**src/rtl/eth_rx_hdr_filter.sv**
```systemverilog
// ----------------------------------------------------------------------------
// eth_rx_hdr_filter
//
// Sits between the MAC RX AXIS output and the data-plane engine. It classifies
// each frame on its first beat by destination MAC and EtherType. Accepted
// frames are forwarded bit-exact, including tuser. All other frames are
// consumed silently. Saturating accept/drop counters feed the CSR block.
//
// Ports
//   clk, rst_n            single clock, asynchronous active-low reset
//   cfg_mac_addr[47:0]    own station MAC ([47:40] is the first octet on wire)
//   cfg_promisc           1 = skip the destination-MAC check
//   cnt_clr               synchronous clear of both counters (wins over +1)
//   s_axis_*              upstream AXIS (tdata/tkeep/tvalid/tready/tlast/tuser)
//   m_axis_*              downstream AXIS, registered through a 2-entry skid
//   cnt_accept/cnt_drop   saturating frame counters
//
// DATA_WIDTH must be at least 128 so that the 14-byte L2 header is in beat 0.
// ----------------------------------------------------------------------------
module eth_rx_hdr_filter #(
    parameter int          DATA_WIDTH = 128,
    parameter int          KEEP_WIDTH = DATA_WIDTH/8,
    parameter int          CNT_WIDTH  = 16,
    parameter logic [15:0] ETYPE_IPV4 = 16'h0800,
    parameter logic [15:0] ETYPE_ARP  = 16'h0806
) (
    input  logic                  clk,
    input  logic                  rst_n,

    input  logic [47:0]           cfg_mac_addr,
    input  logic                  cfg_promisc,
    input  logic                  cnt_clr,

    input  logic [DATA_WIDTH-1:0] s_axis_tdata,
    input  logic [KEEP_WIDTH-1:0] s_axis_tkeep,
    input  logic                  s_axis_tvalid,
    output logic                  s_axis_tready,
    input  logic                  s_axis_tlast,
    input  logic                  s_axis_tuser,

    output logic [DATA_WIDTH-1:0] m_axis_tdata,
    output logic [KEEP_WIDTH-1:0] m_axis_tkeep,
    output logic                  m_axis_tvalid,
    input  logic                  m_axis_tready,
    output logic                  m_axis_tlast,
    output logic                  m_axis_tuser,

    output logic [CNT_WIDTH-1:0]  cnt_accept,
    output logic [CNT_WIDTH-1:0]  cnt_drop
);

    // One AXIS beat as carried through the skid buffer.
    typedef struct packed {
        logic [DATA_WIDTH-1:0] data;
        logic [KEEP_WIDTH-1:0] keep;
        logic                  last;
        logic                  user;
    } beat_t;

    typedef enum logic [1:0] {
        HDR  = 2'd0,
        PASS = 2'd1,
        DROP = 2'd2
    } state_t;

    state_t state;

    // ------------------------------------------------------------------
    // Header parse (only meaningful while state == HDR)
    // ------------------------------------------------------------------
    logic [47:0] hdr_dst;
    logic [15:0] hdr_etype;

    // Byte 0 on the wire is the most significant octet of the MAC address.
    for (genvar i = 0; i < 6; i++) begin : g_dst
        assign hdr_dst[8*(5-i) +: 8] = s_axis_tdata[8*i +: 8];
    end

    assign hdr_etype = {s_axis_tdata[8*12 +: 8], s_axis_tdata[8*13 +: 8]};

    logic keep_ok, dst_ok, etype_ok, hdr_accept;

    // tkeep is contiguous from bit 0, so 14+ valid bytes <=> low 14 bits set.
    assign keep_ok    = &s_axis_tkeep[13:0];
    assign dst_ok     = cfg_promisc || (hdr_dst == cfg_mac_addr) || (&hdr_dst);
    assign etype_ok   = (hdr_etype == ETYPE_IPV4) || (hdr_etype == ETYPE_ARP);
    assign hdr_accept = keep_ok && dst_ok && etype_ok;

    // ------------------------------------------------------------------
    // Input handshake
    // ------------------------------------------------------------------
    logic  rdy_en;      // holds tready low until the first clk after reset
    logic  out_vld;
    beat_t out_q;
    logic  skid_vld;
    beat_t skid_q;
    beat_t in_beat;

    logic s_hs, is_acc_beat, fwd, end_acc, end_drop;

    assign in_beat = '{data: s_axis_tdata, keep: s_axis_tkeep,
                       last: s_axis_tlast, user: s_axis_tuser};

    // DROP never writes the skid, so it may sink beats even when it is full.
    assign s_axis_tready = rdy_en && (!skid_vld || (state == DROP));
    assign s_hs          = s_axis_tvalid && s_axis_tready;

    // A beat belongs to an accepted frame if we are already passing, or if it
    // is the first beat and the header qualifies.
    assign is_acc_beat = (state == PASS) || ((state == HDR) && hdr_accept);
    assign fwd         = s_hs && is_acc_beat;
    assign end_acc     = s_hs && s_axis_tlast && is_acc_beat;
    assign end_drop    = s_hs && s_axis_tlast &&
                         ((state == DROP) || ((state == HDR) && !hdr_accept));

    always_ff @(posedge clk or negedge rst_n) begin
        if (!rst_n) rdy_en <= 1'b0;
        else        rdy_en <= 1'b1;
    end

    // ------------------------------------------------------------------
    // Frame FSM: decision taken on the first beat and held to tlast.
    // ------------------------------------------------------------------
    always_ff @(posedge clk or negedge rst_n) begin
        if (!rst_n) begin
            state <= HDR;
        end else if (s_hs) begin
            case (state)
                // Single-beat frames finish here and stay in HDR.
                HDR:     if (!s_axis_tlast) state <= hdr_accept ? PASS : DROP;
                PASS:    if (s_axis_tlast)  state <= HDR;
                DROP:    if (s_axis_tlast)  state <= HDR;
                default: state <= HDR;
            endcase
        end
    end

    // ------------------------------------------------------------------
    // 2-entry skid: out_q drives m_axis directly; skid_q catches the one beat
    // that can arrive in the cycle the output stalls. tready drops while
    // skid_q is occupied, so a forwarded beat never meets a full skid.
    // ------------------------------------------------------------------
    always_ff @(posedge clk or negedge rst_n) begin
        if (!rst_n) begin
            out_vld  <= 1'b0;
            out_q    <= '0;
            skid_vld <= 1'b0;
            skid_q   <= '0;
        end else if (!out_vld || m_axis_tready) begin
            if (skid_vld) begin
                out_q    <= skid_q;
                out_vld  <= 1'b1;
                skid_vld <= 1'b0;
            end else if (fwd) begin
                out_q   <= in_beat;
                out_vld <= 1'b1;
            end else begin
                out_vld <= 1'b0;
            end
        end else if (fwd) begin
            skid_q   <= in_beat;
            skid_vld <= 1'b1;
        end
    end

    assign m_axis_tvalid = out_vld;
    assign m_axis_tdata  = out_q.data;
    assign m_axis_tkeep  = out_q.keep;
    assign m_axis_tlast  = out_q.last;
    assign m_axis_tuser  = out_q.user;

    // ------------------------------------------------------------------
    // Saturating statistics; clear wins over a same-cycle increment.
    // ------------------------------------------------------------------
    always_ff @(posedge clk or negedge rst_n) begin
        if (!rst_n) begin
            cnt_accept <= '0;
            cnt_drop   <= '0;
        end else if (cnt_clr) begin
            cnt_accept <= '0;
            cnt_drop   <= '0;
        end else begin
            if (end_acc && !(&cnt_accept))
                cnt_accept <= cnt_accept + CNT_WIDTH'(1);
            if (end_drop && !(&cnt_drop))
                cnt_drop <= cnt_drop + CNT_WIDTH'(1);
        end
    end

endmodule

```
**config.mk**
```make
export PLATFORM = sky130hd
export DESIGN_NAME = eth_rx_hdr_filter
export DESIGN_NICKNAME = d
export VERILOG_FILES = /design/src/rtl/eth_rx_hdr_filter.sv
export SDC_FILE = /design/constraint.sdc
export NUM_CORES = 1
export LEC_CHECK = 0
export BUFFER_PORTS_ARGS = -buffer_cell sky130_fd_sc_hd__buf_2
export CAP_MARGIN = 10
export CORE_ASPECT_RATIO = 0.8
export CORE_MARGIN = 2
export CORE_UTILIZATION = 45
export CTS_CLUSTER_SIZE = 12
export DETAILED_ROUTE_END_ITERATION = 8
export GPL_ROUTABILITY_DRIVEN = 0
export PLACE_DENSITY = 0.78
export SETUP_SLACK_MARGIN = 0.5
export SYNTH_ARGS = -nofsm -noshare
export SYNTH_HDL_FRONTEND = slang
export SYNTH_SLANG_ARGS = --single-unit
```
**constraint.sdc**
```tcl
create_clock -name clk -period 4.52 [get_ports clk]
set_clock_uncertainty 0.15 [all_clocks]
set_input_delay 0.904 -clock clk [delete_from_list [all_inputs] [get_ports clk]]
set_output_delay 0.904 -clock clk [all_outputs]
set_load 0.1 [all_outputs]
```
==> results of run 1 <==
[synthesized netlist by cell type (all sizes together) (2+ instances only)]
library cell,instances
o31ai,16
o41ai,2
dfrtp,329
and3,8
ha,5
inv,10
a31oi,3
o21ai,5
nand4b,2
nand4,29
clkbuf,54
nand2b,4
and2,3
a21oi,20
nor4b,3
buf,40
or3,149
mux2,157
nor2b,12
nor2,19
o31a,3
nand2,15
nor4,32
o221a,146
or4,16
nor3,7
xor2,48
nand3,15
[final cells by class]
cell class | instances | area [sq um] | area share, %
multi-input combinational | 733 | 6260 | 34.07
inverter | 10 | 40.04 | 0.2179
timing repair buffer | 399 | 2170 | 11.81
antenna | 3 | 7.507 | 0.04086
clock inverter | 7 | 71.32 | 0.3882
tap | 427 | 534.3 | 2.908
sequential | 329 | 8233 | 44.81
clock buffer | 51 | 1059 | 5.761
[stage by stage]
stage | cell area, sq um | total power [mW] | utilization (%) | setup WS, ns
4_1_cts | 18370 | 6.282 | 56.16 | 1.066
6_report | 18370 | 6.212 | 56.18 | 1.018
3_5_place_dp | 17240 | 3.410 | 52.71 | 0.5244
3_3_place_gp | 17240 | 3.398 | 52.71 | 0.6043
2_1_floorplan | 15000 | 3.147 | - | 0.8416
5_1_grt | 18370 | 6.444 | 56.18 | 0.9029
[per-layer routing]
layer | vias up | part of all wire [%] | wire, microns
met4 | 2 | 2.8 | 1219
met2 | 575 | 47 | 20450
li1 | 5200 | - | -
met1 | 6124 | 41 | 18150
met5 | - | 0.030 | 13
met3 | 100 | 9.1 | 3983
[flip-flops by register name, summed over array words and instances (netlist names)]
signal / cells
skid_vld: 1
skid_q: 146
m_axis_tdata: 128
rdy_en: 1
state: 2
m_axis_tlast: 1
cnt_accept: 16
m_axis_tvalid: 1
m_axis_tkeep: 16
cnt_drop: 16
m_axis_tuser: 1
[how the worst max path moves through the flow]
stage | startpoint | endpoint | slack, ns
4_1_cts | s_axis_tdata[102] | skid_q[91] | 1.07
5_1_grt | s_axis_tdata[102] | skid_q[91] | 0.90
6_report | s_axis_tdata[102] | skid_q[91] | 1.02
3_3_place_gp | s_axis_tdata[102] | skid_q[94] | 0.60
3_5_place_dp | s_axis_tdata[102] | skid_q[106] | 0.52
2_1_floorplan | state[0] | skid_q[105] | 0.84
[power groups by stage]
stage	registers, mW	logic [mW]	clock network [mW]
global route	2.96	0.438	3.05
global placement	3.01	0.387	0
finish	2.96	0.403	2.85
detailed placement	3.01	0.398	0
CTS	2.96	0.400	2.92
floorplan	3.02	0.128	0
[kinds of logic after synthesis]
family                   Yosys count
multiplexers                     158
other                              1
AND/OR/NAND/NOR                  317
buffers and inverters            104
flip-flops                       329
adder cells (fa/ha/maj)            5
AO/OA/AOI/OAI                    203
XOR/XNOR                          49
==> impl_results.md, run 1 <==
* Post-Syn Area at 15000 sq um
* Number of placed cells counting well taps at around 1900
* Critical Path End Type: flop
* Fin crit share at 77.48%
* Largest family of logic cells by synthesized area: compound AO/OA/AOI/OAI gates
* Syn avg cell area at roughly 13 sq um
* Die width at 208.1 microns
* Max-slew headroom at about two fifths
* Area share of the largest cell type after synthesis at roughly 55%
* Reg-to-Reg Start: skid_vld
* Critical path's largest stage delay at about 0.64 ns
* Initial antenna violation count at 5
* # DRC at 0
* Initial DRC count at 1146
* Clk_lat worst skew at between 0.5 and 0.6 ns
* Slowest CP cell: or4_4
* Dominant synthesized flop cell: dfrtp_1
* Hold Slack at ~0.33 ns
* Clock power share at a little under half
* Synth area leader: dfrtp_1
* Critical Path RT at approximately 4.8 ns
* Drt wl/cell at approximately 22 microns
* I/O Pins at 380
* Crit path launch type: input port
* Total CTS buffers at 36
* Worst-path cell chain: buf_2 > nor4bb_1 > nand4_1 > or4_4 > o31a_1 > nor3_2 > buf_4 > buf_12 > mux2_2
* Grt met3 use at ~7.3%
* Vias per inst at about 6
* WS Path Type: input port to flop
* # Post-CTS Setup Buffers at 0
* Die height at 167.3 microns
* Max Slew Vio Count at 0
* HP Class: input port to asynchronous set/reset pin
* Worst path top cell family by delay: simple AND/OR/NAND/NOR gates
* Outcome: complete, no violations
* CTS tree: built
* Total Routing Usage GR at 24.82%
* Non-Filler Instances at 1959
* Clk buf depth at 3
* Max Clk Rate at 0.2856 GHz
* Stages on worst setup path at 9
* Most Crowded Layer GR: met2
* Register area share after synthesis at a little over half
* Max-Cap Viols at 0
* DR pass1 iterations at 5
* Post-route ant nets at 0
* Yosys reg bits at 329
* Max rail drop VDD at 294.9 uV
* Synth top area cells: dfrtp_1 (55%), mux2_2 (12%), o221a_2 (10%)
* Comb power frac at roughly 6.5%
* Clock root buffer: clkbuf_16
* Final hold violation count at 0
* Async SR Flop Fraction at 100.0%
* Area grow syn2layout at 22.53%
* Netlist cell types at 50
* Most frequent cells in the layout: buf_2 (378), dfrtp_1 (329), mux2_2 (157)
* Largest net degree at the start of global routing at 116
* Buffers & Inverters on Critical Path at 3
* Number of synthesized flops with an enable pin at 0
* Initial core utilization at 45.85%
* Synth Area in XOR/XNOR at between 2 and 3%
* Vias post-DR at around 12000
* Seq pwr share at 47.6%
* First-pass GRT wire length at 68950 microns
* RSZ-0062 raised after global routing: no
* Synthesized instance count at between 1000 and 1500
* # fillers at ~2700
* Vias in the first global route at around 12000
* CTS Hold Buffers Added at 0
* Sw frac at 23.39%
* Cell-internal power at 4.759 mW
* Power Density at roughly 340 nW/um^2
* Clock sink count at between 300 and 400
* Max FO, Critical Path at 44
* Post-DP HPWL at around 30000 microns
* Proportion of layout cells with a drive suffix above 1 at 49.25%
* Gr ovfl total at 0
* Leakage power at between 9 and 10 nW
* Setup TNS at 0 ns
* Worst-margin pin slew at slightly above 0.9 ns
* Syn. warnings at 0
* Row cnt at 59
* Met2 usage at between 30% and 40%
* Commonest non-fill, non-tap cell in the layout: buf_2
* Die area at between 30000 and 40000 sq um
* Post-synthesis simple-gate area fraction at between 10% and 20%
* Core area at around 33000 sq um
* Worst R2R End: cnt_accept[6]
* Syn Nets at 1371
* Post-Synth Adder-Cell Area at 0.4172%
* Mux cell area share after synthesis at 11.86%
* Total routed wirelength at ~44000 microns
* Final net count at around 1700
* Worst Path Arrival at around 3.7 ns
* Switching power of the nets at 1.453 mW
* Htree depth at 2
* Post-synthesis compound-gate area fraction at 13.57%
* Worst-path clk slew at approximately 0.060 ns
* Resized Gates After CTS at 0
* Reg2Reg Depth at 6
* GR Util met1 at 33.65%
* IO Port Bufs at approximately 380
* Final setup viols at 0
* Post-route minimum period at approximately 3.5 ns
* FF-to-FF setup slack at approximately 1.4 ns
(Power assumes the default switching activity.)
==> run 2, diff against run 1 <==
==> constraint.sdc (replaced) <==
create_clock -name clk -period 3.37 [get_ports clk]
set_clock_uncertainty 0.15 [all_clocks]
set_input_delay 0.674 -clock clk [delete_from_list [all_inputs] [get_ports clk]]
set_output_delay 0.674 -clock clk [all_outputs]
set_load 0.1 [all_outputs]
==> run 2 against run 1 <==
Clock power rose by 33%; critical endpoint is now skid_q[55]; first-iteration DRC count fell by 9.3%; register-to-register slack got worse by 0.80 ns; worst setup slack got worse by 0.73 ns; combinational power rose by 66%.
==> impl_results.md, run 2 (same netlist as run 1, synthesis figures left out) <==
* Gr ovfl total at 0 (unchanged)
* # DRC at 0 (unchanged)
* Max Slew Vio Count at 0 (unchanged)
* # fillers at 2272 (-15%)
* Post-route cell area at 21700 sq um (+18%)
* Row cnt at 59 (unchanged)
* Most frequent cells in the layout: buf_2 (371), dfrtp_1 (315), or3_1 (148)
* Switching power of the nets at 2.006 mW (+38%)
* RSZ-0062 raised after global routing: yes
* I/O Pins at 380 (unchanged)
* Final net count at 1847 (+7.8%)
* Commonest non-fill, non-tap cell in the layout: buf_2
* Reg-to-Reg Start: cnt_accept[1]
* Post-route minimum period at around 3 ns
* Fin crit share at 91.43%
* Vias per inst at 6.078 (-0.78%)
* Die width at 208.1 microns (unchanged)
* Worst-path clk slew at 0.06 ns (about the same)
* Total Routing Usage GR at 26.75% (+1.9 points)
* Die area at 34810 sq um (unchanged)
* Max FFs per register at 146 (unchanged)
* Clock sink count at 329 (unchanged)
* Register area at 8255 sq um (+0.27%)
* HP Class: input port to asynchronous set/reset pin
* Max-slew headroom at 38.43% (-0.22 points)
* Reg with most FFs: skid_q
* WS Path Type: input port to flop
* Hold Slack at 0.03511 ns (-0.2953 ns)
* Reg2Reg Depth at 8 (+2)
* Area after DPL at 18800 sq um (+9.1%)
* Final setup viols at 0 (unchanged)
* Worst Path Arrival at 3.33 ns (-0.41 ns)
* Largest net degree at the start of global routing at 89 (-23%)
* Area grow syn2layout at 44.73%
* Clock root buffer: clkbuf_16
* Crit path launch type: input port
* Routed wl met3 at 4266 microns (+7.1%)
* Comb power frac at 7.9% (+1.4 points)
* Initial antenna violation count at 5 (unchanged)
* Max Clk Rate at 0.3245 GHz
* DR pass1 iterations at 5 (unchanged)
* CTS tree: built
* Clk buf depth at 3 (unchanged)
* Final hold violation count at 0 (unchanged)
* Critical Path RT at 3.62 ns (-1.14 ns)
* Max FO, Critical Path at 13 (-70%)
* Seq pwr share at 47.0% (-0.6 points)
* Max-Cap Viols at 0 (unchanged)
* Initial DRC count at 1039 (-9.3%)
* Drt wl/cell at 23.78 microns (+6.3%)
* Vias post-DR at 12720 (+6.0%)
* Worst-margin pin slew at 0.9236 ns (+0.003360 ns)
* Cell-internal power at 6.429 mW (+35%)
* Clock power share at 45.0% (-0.9 points)
* Die height at 167.3 microns (unchanged)
* Outcome: complete, no violations
* Core area at 32700 sq um (unchanged)
* Total routed wirelength at 49780 microns (+14%)
* Total CTS buffers at 36 (unchanged)
* Max rail drop VDD at 345.2 uV (+17%)
* Area occupied by multi-input gates at 7670 sq um (+23%)
* Leakage power at 10.32 nW (+14%)
* Proportion of layout cells with a drive suffix above 1 at 57.45% (+8.2 points)
* IO Port Bufs at 379 (unchanged)
* Worst R2R End: cnt_accept[6]
* FF-to-FF setup slack at 0.62 ns (-0.80 ns)
* Post-route ant nets at 0 (unchanged)
* Met2 WL post-DR at 23220 microns (+14%)
* Critical Path End Type: flop
* First-pass GRT wire length at 73800 microns (+7.0%)
* Vias in the first global route at 12900 (+8.1%)
* Power Density at 388.6 nW/um^2 (+15%)
* Clk_lat worst skew at 0.51 ns (about the same)
* DRT met1 WL at 20770 microns (+14%)
* Sw frac at 23.78% (+0.39 points)
* Htree depth at 2 (unchanged)
* Post-DP HPWL at 31430 microns (+5.9%)
* Initial core utilization at 45.85% (unchanged)
* Max Used Layer: met5
[run 2: changes by cell type in the layout (fill, tap and decap cells not counted), sizes merged]
| cell | before | now |
|---|---|---|
| diode | 3 | 2 |
| clkinv | 3 | 2 |
| buf | 399 | 519 |
| inv | 13 | 10 |
| clkbuf | 51 | 69 |
| bufinv | 1 | 0 |
| bufbuf | 0 | 2 |
[run 2: worst max-delay path: stages]
cell and delay (ns):
buf_6 0.10, nand4b_1 0.16, or4_1 0.41, or4_4 0.59, o31a_1 0.31, nor3_4 0.17, buf_4 0.15, buf_12 0.12
bufbuf_16 0.29, mux2_2 0.34
[run 2: how the worst max path moves through the flow]
| stage | start | end | depth (start not counted) |
|---|---|---|---|
| global placement | s_axis_tdata[102] | m_axis_tdata[123] | 11 |
| finish | s_axis_tdata[108] | skid_q[55] | 10 |
| CTS | s_axis_tdata[108] | m_axis_tdata[125] | 12 |
| floorplan | s_axis_tdata[108] | skid_q[105] | 8 |
| global route | s_axis_tdata[41] | skid_q[21] | 12 |
| detailed placement | s_axis_tdata[102] | m_axis_tdata[110] | 11 |
[run 2: cell type report]
cell class                      count  share of cell area (%)
Antenna cell                        2                 0.02306
Clock buffer                       58                   5.091
Clock inverter                      2                 0.08071
Inverter                           10                  0.1845
Multi-Input combinational cell    733                   35.34
Sequential cell                   329                   38.04
Tap cell                          427                   2.462
Timing Repair Buffer              532                   18.78
[run 2: repair_timing]
| action | in CTS | in global routing |
|---|---|---|
| cloned | 14 | 11 |
| setup endpoints to repair | 322 | 323 |
| gates resized for setup | 67 | 112 |
| hold buffers | 0 | 0 |
| setup buffers | 15 | 8 |
| endpoints found under the hold margin | 0 | 0 |
| pin swaps | 32 | 25 |
[run 2: power groups by stage]
stage	Sequential (mW)	Clock [mW]	Combinational [mW]
after floorplan	4.05	0	0.176
after global placement	4.04	0	0.601
after detailed placement	4.04	0	0.615
after CTS	3.97	3.87	0.624
after global routing	3.97	4.03	0.721
final	3.97	3.80	0.668
[run 2: layer usage]
metal  up-vias  global-route usage, %
li1       5482                      -
met1      6471                  36.38
met2       633                  41.95
met3       130                  7.221
met4         6                  8.414
met5         -                      0
[run 2: metrics by stage]
stage,power (mW),std cells,setup WS [ns],setup TNS (ns),utilization (%)
after floorplan,4.226,1166,0.2992,0,-
after global placement,4.640,1983,-0.4541,-127.64,57.49
after detailed placement,4.655,1983,-0.4334,-113.31,57.49
after CTS,8.457,2072,0.3513,0,63.49
after global routing,8.721,2092,0.1991,0,66.36
final,8.435,2093,0.2887,0,66.37
